File: src/rtl/regwr_pkg.sv
// rtl/regwr_pkg.sv - shared widths and late-result entry type for the register write-port controller
package regwr_pkg;
  localparam int REG_ADDR_W = 5;
  localparam int DATA_W     = 32;
  localparam logic [REG_ADDR_W-1:0] REG_ZERO = 5'd0;

  typedef struct packed {
    logic                  valid;
    logic [REG_ADDR_W-1:0] rd;
    logic [DATA_W-1:0]     data;
  } late_entry_t;
endpackage

File: src/rtl/regwr_fifo.sv
// rtl/regwr_fifo.sv - late-result circular buffer with squash-by-rd (REGWRITE_PENDING_EN adds rd bitmap)
module regwr_fifo
  import regwr_pkg::*;
#(
  parameter int DEPTH = 4
) (
  input  logic                  clk,
  input  logic                  rst_n,
  input  logic                  push,
  input  late_entry_t           push_entry,
  input  logic                  pop,
  input  logic                  squash_en,
  input  logic [REG_ADDR_W-1:0] squash_rd,
  output logic                  full,
  output logic                  empty,
  output late_entry_t           head,
  output logic [31:0]           pend_mask
);
  localparam int PTR_W = $clog2(DEPTH);

  late_entry_t      mem_q [DEPTH];
  late_entry_t      mem_d [DEPTH];
  logic [PTR_W-1:0] wr_ptr_q, wr_ptr_d;
  logic [PTR_W-1:0] rd_ptr_q, rd_ptr_d;
  logic [PTR_W:0]   count_q, count_d;

  assign full  = (count_q == (PTR_W+1)'(DEPTH));
  assign empty = (count_q == '0);
  assign head  = mem_q[rd_ptr_q];

  // valid=0 marks both free and squashed slots; occupancy is tracked by count_q
  always_comb begin
    mem_d    = mem_q;
    wr_ptr_d = wr_ptr_q;
    rd_ptr_d = rd_ptr_q;
    if (squash_en) begin
      for (int i = 0; i < DEPTH; i++) begin
        if (mem_q[i].rd == squash_rd) mem_d[i].valid = 1'b0;
      end
    end
    if (pop) begin
      mem_d[rd_ptr_q].valid = 1'b0;
      rd_ptr_d = rd_ptr_q + 1'b1;
    end
    if (push) begin
      mem_d[wr_ptr_q] = push_entry;
      if (squash_en && (push_entry.rd == squash_rd)) mem_d[wr_ptr_q].valid = 1'b0;
      wr_ptr_d = wr_ptr_q + 1'b1;
    end
    count_d = count_q + {{PTR_W{1'b0}}, push} - {{PTR_W{1'b0}}, pop};
  end

  always_ff @(posedge clk) begin
    if (!rst_n) begin
      for (int i = 0; i < DEPTH; i++) mem_q[i] <= '0;
      wr_ptr_q <= '0;
      rd_ptr_q <= '0;
      count_q  <= '0;
    end else begin
      mem_q    <= mem_d;
      wr_ptr_q <= wr_ptr_d;
      rd_ptr_q <= rd_ptr_d;
      count_q  <= count_d;
    end
  end

`ifdef REGWRITE_PENDING_EN
  always_comb begin
    pend_mask = '0;
    for (int i = 0; i < DEPTH; i++) begin
      if (mem_q[i].valid && (mem_q[i].rd != REG_ZERO)) pend_mask[mem_q[i].rd] = 1'b1;
    end
  end
`else
  assign pend_mask = '0;
`endif
endmodule

File: src/rtl/regfile_writeback_ctrl.sv
// rtl/regfile_writeback_ctrl.sv - register file write-port arbiter; REGWRITE_PENDING_EN enables pending_mask tracking
module regfile_writeback_ctrl
  import regwr_pkg::*;
#(
  parameter int DEPTH      = 4,
  parameter int STARVE_MAX = 8
) (
  input  logic                  clk,
  input  logic                  rst_n,
  input  logic                  wb_valid,
  input  logic [REG_ADDR_W-1:0] wb_rd,
  input  logic                  wb_memtoreg,
  input  logic [DATA_W-1:0]     wb_memdata,
  input  logic [DATA_W-1:0]     wb_aluout,
  input  logic                  lu_valid,
  output logic                  lu_ready,
  input  logic [REG_ADDR_W-1:0] lu_rd,
  input  logic [DATA_W-1:0]     lu_data,
  output logic                  pipe_stall,
  output logic [REG_ADDR_W-1:0] writereg,
  output logic [DATA_W-1:0]     writedata,
  output logic                  regwrite,
  output logic [31:0]           pending_mask
);
  localparam int SW = $clog2(STARVE_MAX + 1);
  localparam logic [SW-1:0] STARVE_LAST = SW'(STARVE_MAX - 1);

  logic                  fifo_full, fifo_empty, push, pop, squash_en;
  late_entry_t           fifo_head, push_entry;
  logic [31:0]           fifo_mask;
  logic [SW-1:0]         starve_q, starve_d;
  logic                  regwrite_q, regwrite_d;
  logic [REG_ADDR_W-1:0] writereg_q, writereg_d;
  logic [DATA_W-1:0]     writedata_q, writedata_d;

  assign lu_ready   = !fifo_full;
  assign push       = lu_valid && !fifo_full;
  assign push_entry = '{valid: 1'b1, rd: lu_rd, data: lu_data};
  assign pipe_stall = (starve_q == STARVE_LAST) && !fifo_empty;

  regwr_fifo #(.DEPTH(DEPTH)) u_fifo (
    .clk        (clk),
    .rst_n      (rst_n),
    .push       (push),
    .push_entry (push_entry),
    .pop        (pop),
    .squash_en  (squash_en),
    .squash_rd  (wb_rd),
    .full       (fifo_full),
    .empty      (fifo_empty),
    .head       (fifo_head),
    .pend_mask  (fifo_mask)
  );

  always_comb begin
    pop         = 1'b0;
    squash_en   = 1'b0;
    regwrite_d  = 1'b0;
    writereg_d  = REG_ZERO;
    writedata_d = '0;
    if (pipe_stall || (!wb_valid && !fifo_empty)) begin
      pop = 1'b1;
      if (fifo_head.valid && (fifo_head.rd != REG_ZERO)) begin
        regwrite_d  = 1'b1;
        writereg_d  = fifo_head.rd;
        writedata_d = fifo_head.data;
      end
    end else if (wb_valid) begin
      squash_en = 1'b1;
      if (wb_rd != REG_ZERO) begin
        regwrite_d  = 1'b1;
        writereg_d  = wb_rd;
        writedata_d = wb_memtoreg ? wb_memdata : wb_aluout;
      end
    end
    // a squashed head leaves the queue but earns no starvation credit
    if (fifo_empty || (pop && fifo_head.valid)) starve_d = '0;
    else if (starve_q != STARVE_LAST)           starve_d = starve_q + 1'b1;
    else                                        starve_d = starve_q;
  end

  always_ff @(posedge clk) begin
    if (!rst_n) begin
      starve_q    <= '0;
      regwrite_q  <= 1'b0;
      writereg_q  <= REG_ZERO;
      writedata_q <= '0;
    end else begin
      starve_q    <= starve_d;
      regwrite_q  <= regwrite_d;
      writereg_q  <= writereg_d;
      writedata_q <= writedata_d;
    end
  end

  assign regwrite  = regwrite_q;
  assign writereg  = writereg_q;
  assign writedata = writedata_q;

`ifdef REGWRITE_PENDING_EN
  assign pending_mask = fifo_mask | (regwrite_q ? (32'd1 << writereg_q) : 32'd0);
`else
  assign pending_mask = fifo_mask;
`endif
endmodule

File: config.mk
export PLATFORM = sky130hd
export DESIGN_NAME = regfile_writeback_ctrl
export DESIGN_NICKNAME = d
export VERILOG_FILES = /design/src/rtl/regwr_pkg.sv /design/src/rtl/regwr_fifo.sv /design/src/rtl/regfile_writeback_ctrl.sv
export SDC_FILE = /design/constraint.sdc
export NUM_CORES = 1
export LEC_CHECK = 0
export CORE_UTILIZATION = 25
export CTS_BUF_LIST = sky130_fd_sc_hd__clkbuf_4
export DETAILED_ROUTE_END_ITERATION = 10
export SETUP_SLACK_MARGIN = 0.05
export SLEW_MARGIN = 20
export SYNTH_ARGS = -nofsm -noshare
export SYNTH_HDL_FRONTEND = slang
export SYNTH_HIERARCHICAL = 1
export SYNTH_SLANG_ARGS = --single-unit
File: constraint.sdc
create_clock -name clk -period 5.8 [get_ports clk]
set_clock_uncertainty 0.05 [all_clocks]
set_input_delay 0.58 -clock clk [delete_from_list [all_inputs] [get_ports clk]]
set_output_delay 0.58 -clock clk [all_outputs]
set_load 0.05 [all_outputs]
==> impl_metrics.csv <==
group,metric,value,unit
global_routing,track_usage,13.7,%
synthesis,ys_top_cells_by_area,"dfxtp_1 42%, nand2_1 12%, a21boi_1 9.4%, mux4_2 8.7%, mux2i_1 3.8%",
clock_tree,htree_num_levels,2,
global_routing,grt_pass1_wl,41700,um
clock_tree,cts_sinks,201,
clock_tree,cts_tree,"done",
timing,slew-limit-headroom,30.9,%
synthesis,ys.flop_type,"dfxtp_1",
layout,postLayoutCellArea,0.0118,mm2
routing,wl,26800,um
routing,antenna_left,0,
routing,drc,0,
timing,setup_viol,0,
synthesis,synth_xor_area_share,2.74,%
timing,tns,0,ps
floorplan,core-area,0.0377,mm2
job,maxCapViolCount,0,
outcome,status,"complete, no violations",
floorplan,fp.dieW,198,um
synthesis,synth_top_family_by_area,"compound AO/OA/AOI/OAI gates",
synthesis,synth_compound_area_share,16.9,%
floorplan,initial_utilization,25.4,%
clock_tree,cts_buffer_depth,3,
floorplan,ios,183,
critical_path,crit_path_end_kind,"output port",
synthesis,synth-seq-area-share,42.0,%
routing,initialDrtViolationCount,312,
synthesis,synth.mux.area_fraction,12.7,%
layout,area_growth,22.8,%
critical_path,worstSetupStartpointType,"flop",
critical_path,slowest_delay,700,ps
synthesis,yosysWarnings,6,
synthesis,synth-edff-count,0,
critical_path,setup.worst_path.class,"reg -> out",
clock_tree,path_clk_slew,70,ps
timing,timing.fmax,317,MHz
synthesis,synth-simple-area-share,14.8,%
power,fin_total_pwr,3.82,mW
timing,period_needed,3150,ps
synthesis,syn_avg_cell_area,9.41,um2
place,dpl_cell_area,0.0111,mm2
synthesis,netlist_area,0.00958,mm2
worst_hold_path,hold_path.class,"in -> reg",
layout,drive_gt1_share,12.1,%
routing,drt_pass1_iterations,5,
critical_path,slowest_stage,"clkdlybuf4s50_1",
layout,fillers,3958,
clock_tree,cts_root_buffer,"clkbuf_4",
critical_path,cp.required,5170,ps
global_routing,grt_max_degree,120,
clock_tree,cts_hold_buf,0,
clock_tree,clock_latency,690,ps
timing,finalHoldViolCount,0,
timing,rsz0062_at_grt,"false",
place,dpl_worst_slack,2520,ps
floorplan,die-area,0.0391,mm2
critical_path,cp_max_fo,4,
timing,min_period_over_period,54.4,%
timing,slew_viol_final,0,
place,dp_hpwl,16700,um
synthesis,async_flop_share,0,%
place,place.gp.congestion,0.766,
clock_tree,cts_resized,0,
routing,routedWlPerCell,15.7,um
power,vdd_drop_max,0.000195,V
global_routing,grt_overflow,0,
global_routing,grt_pass1_vias,7618,
layout,final_cells,1707,
synthesis,ys_ff_latch,201,
synthesis,yosysTopAreaCellShare,42.0,%
critical_path,cp_cell_sequence,"nor3_1 > nand4bb_1 > inv_1 > clkdlybuf4s50_1",
place,placed_cells,1601,
timing,fin_ws,2650,ps
synthesis,yosys.area.top_type,"dfxtp_1",
synthesis,synth.distinct_cells,41,
floorplan,num_rows,71,
power,p_leak,4.21,nW
clock_tree,cts_made_buffers,56,
layout,nets,1271,
routing,via_per_inst,4.40,
floorplan,die_h,198,um
timing,tightest_slew,1030,ps
synthesis,netlist_instances,1018,
global_routing,antenna_found_initial,5,
critical_path,arrival,2520,ps
routing,vias,7503,
place,port_buffers,150,
clock_tree,cts_setup_buffers,0,
power,p_per_area,325,mW/mm2
synthesis,synthAdderAreaFrac,1.65,%
[layout by cell type (no fill, tap or decap), types with 12 or more instances in the layout]
cell type	count
a21boi_0	30
a21boi_1	120
clkbuf_4	81
clkdlybuf4s50_1	148
clkinv_1	16
conb_1	33
dfxtp_1	199
mux2i_1	36
mux4_2	37
nand2_1	301
o21ai_0	32
o22ai_1	36
xnor2_1	12
xor2_1	18
[power breakdown]
group          internal, mW  switching (mW)  total (mW)
registers              1.50           0.104        1.60
clock network         0.643           0.608        1.25
logic                 0.387           0.581       0.968
total                  2.53            1.29        3.82
[worst paths after layout]
check	from	to	slack [ps]	cells past startpoint
worst min-delay path	rst_n	u_fifo/mem_q[71]	330	2
worst max-delay path	u_fifo/count_q[1]	pipe_stall	2650	4
worst max register to register	starve_q[0]	u_fifo/count_q[2]	2770	11
worst min register to register	u_fifo/mem_q[131]	u_fifo/mem_q[131]	400	2
[per-stage QoR]
step / hold WS (ps) / util, %
2_1_floorplan: 382 / -
3_3_place_gp: 387 / 29.3
3_5_place_dp: 395 / 29.4
4_1_cts: 252 / 31.2
5_1_grt: 295 / 31.2
6_report: 331 / 31.2
[synthesized netlist by cell type (all sizes together) (2+ instances only)]
master  instances
a21boi        150
a22o            5
and2            9
and3            5
buf            81
clkbuf         32
conb            2
dfxtp         201
ha             11
inv             9
mux2i          36
mux4           38
nand2         305
nand3           2
nand4           5
nor2            2
nor2b           4
nor3            5
nor4            4
o21ai          34
o22ai          36
or4             2
xnor2          12
xor2           18
[final cells by class]
class                           instances  area, um2  share of cell area, %
Multi-Input combinational cell        726       4820                   40.9
Sequential cell                       201       4030                   34.2
Timing Repair Buffer                  154       1540                   13.1
Tap cell                              511        639                   5.43
Clock buffer                           81        608                   5.17
Clock inverter                         22       87.6                  0.744
Inverter                                9       33.8                  0.287
Antenna cell                            3       7.51                 0.0638
[registers in the layout (all words and copies together) (netlist names)]
name             flops
u_fifo/mem_q       152
writedata           32
writereg             5
starve_q             4
u_fifo/count_q       3
u_fifo/rd_ptr_q      2
u_fifo/wr_ptr_q      2
regwrite             1
[metal layers]
metal,GRT usage (%),wire length [um]
met1,16.8,11900
met2,23.0,12700
met3,3.68,1690
met4,5.17,546
met5,0,23
[kinds of logic after synthesis]
family / Yosys count
AND/OR/NAND/NOR: 348
AO/OA/AOI/OAI: 229
adder cells (fa/ha/maj): 12
multiplexers: 74
XOR/XNOR: 30
other: 2
flip-flops: 201
buffers and inverters: 122
[critical path, delay by kind of cell (launching register included)]
family	cells	cell delay, ps
buf+inv	2	760
simple gates	2	730
flops	1	350
Power figures use the tool's default switching activity.
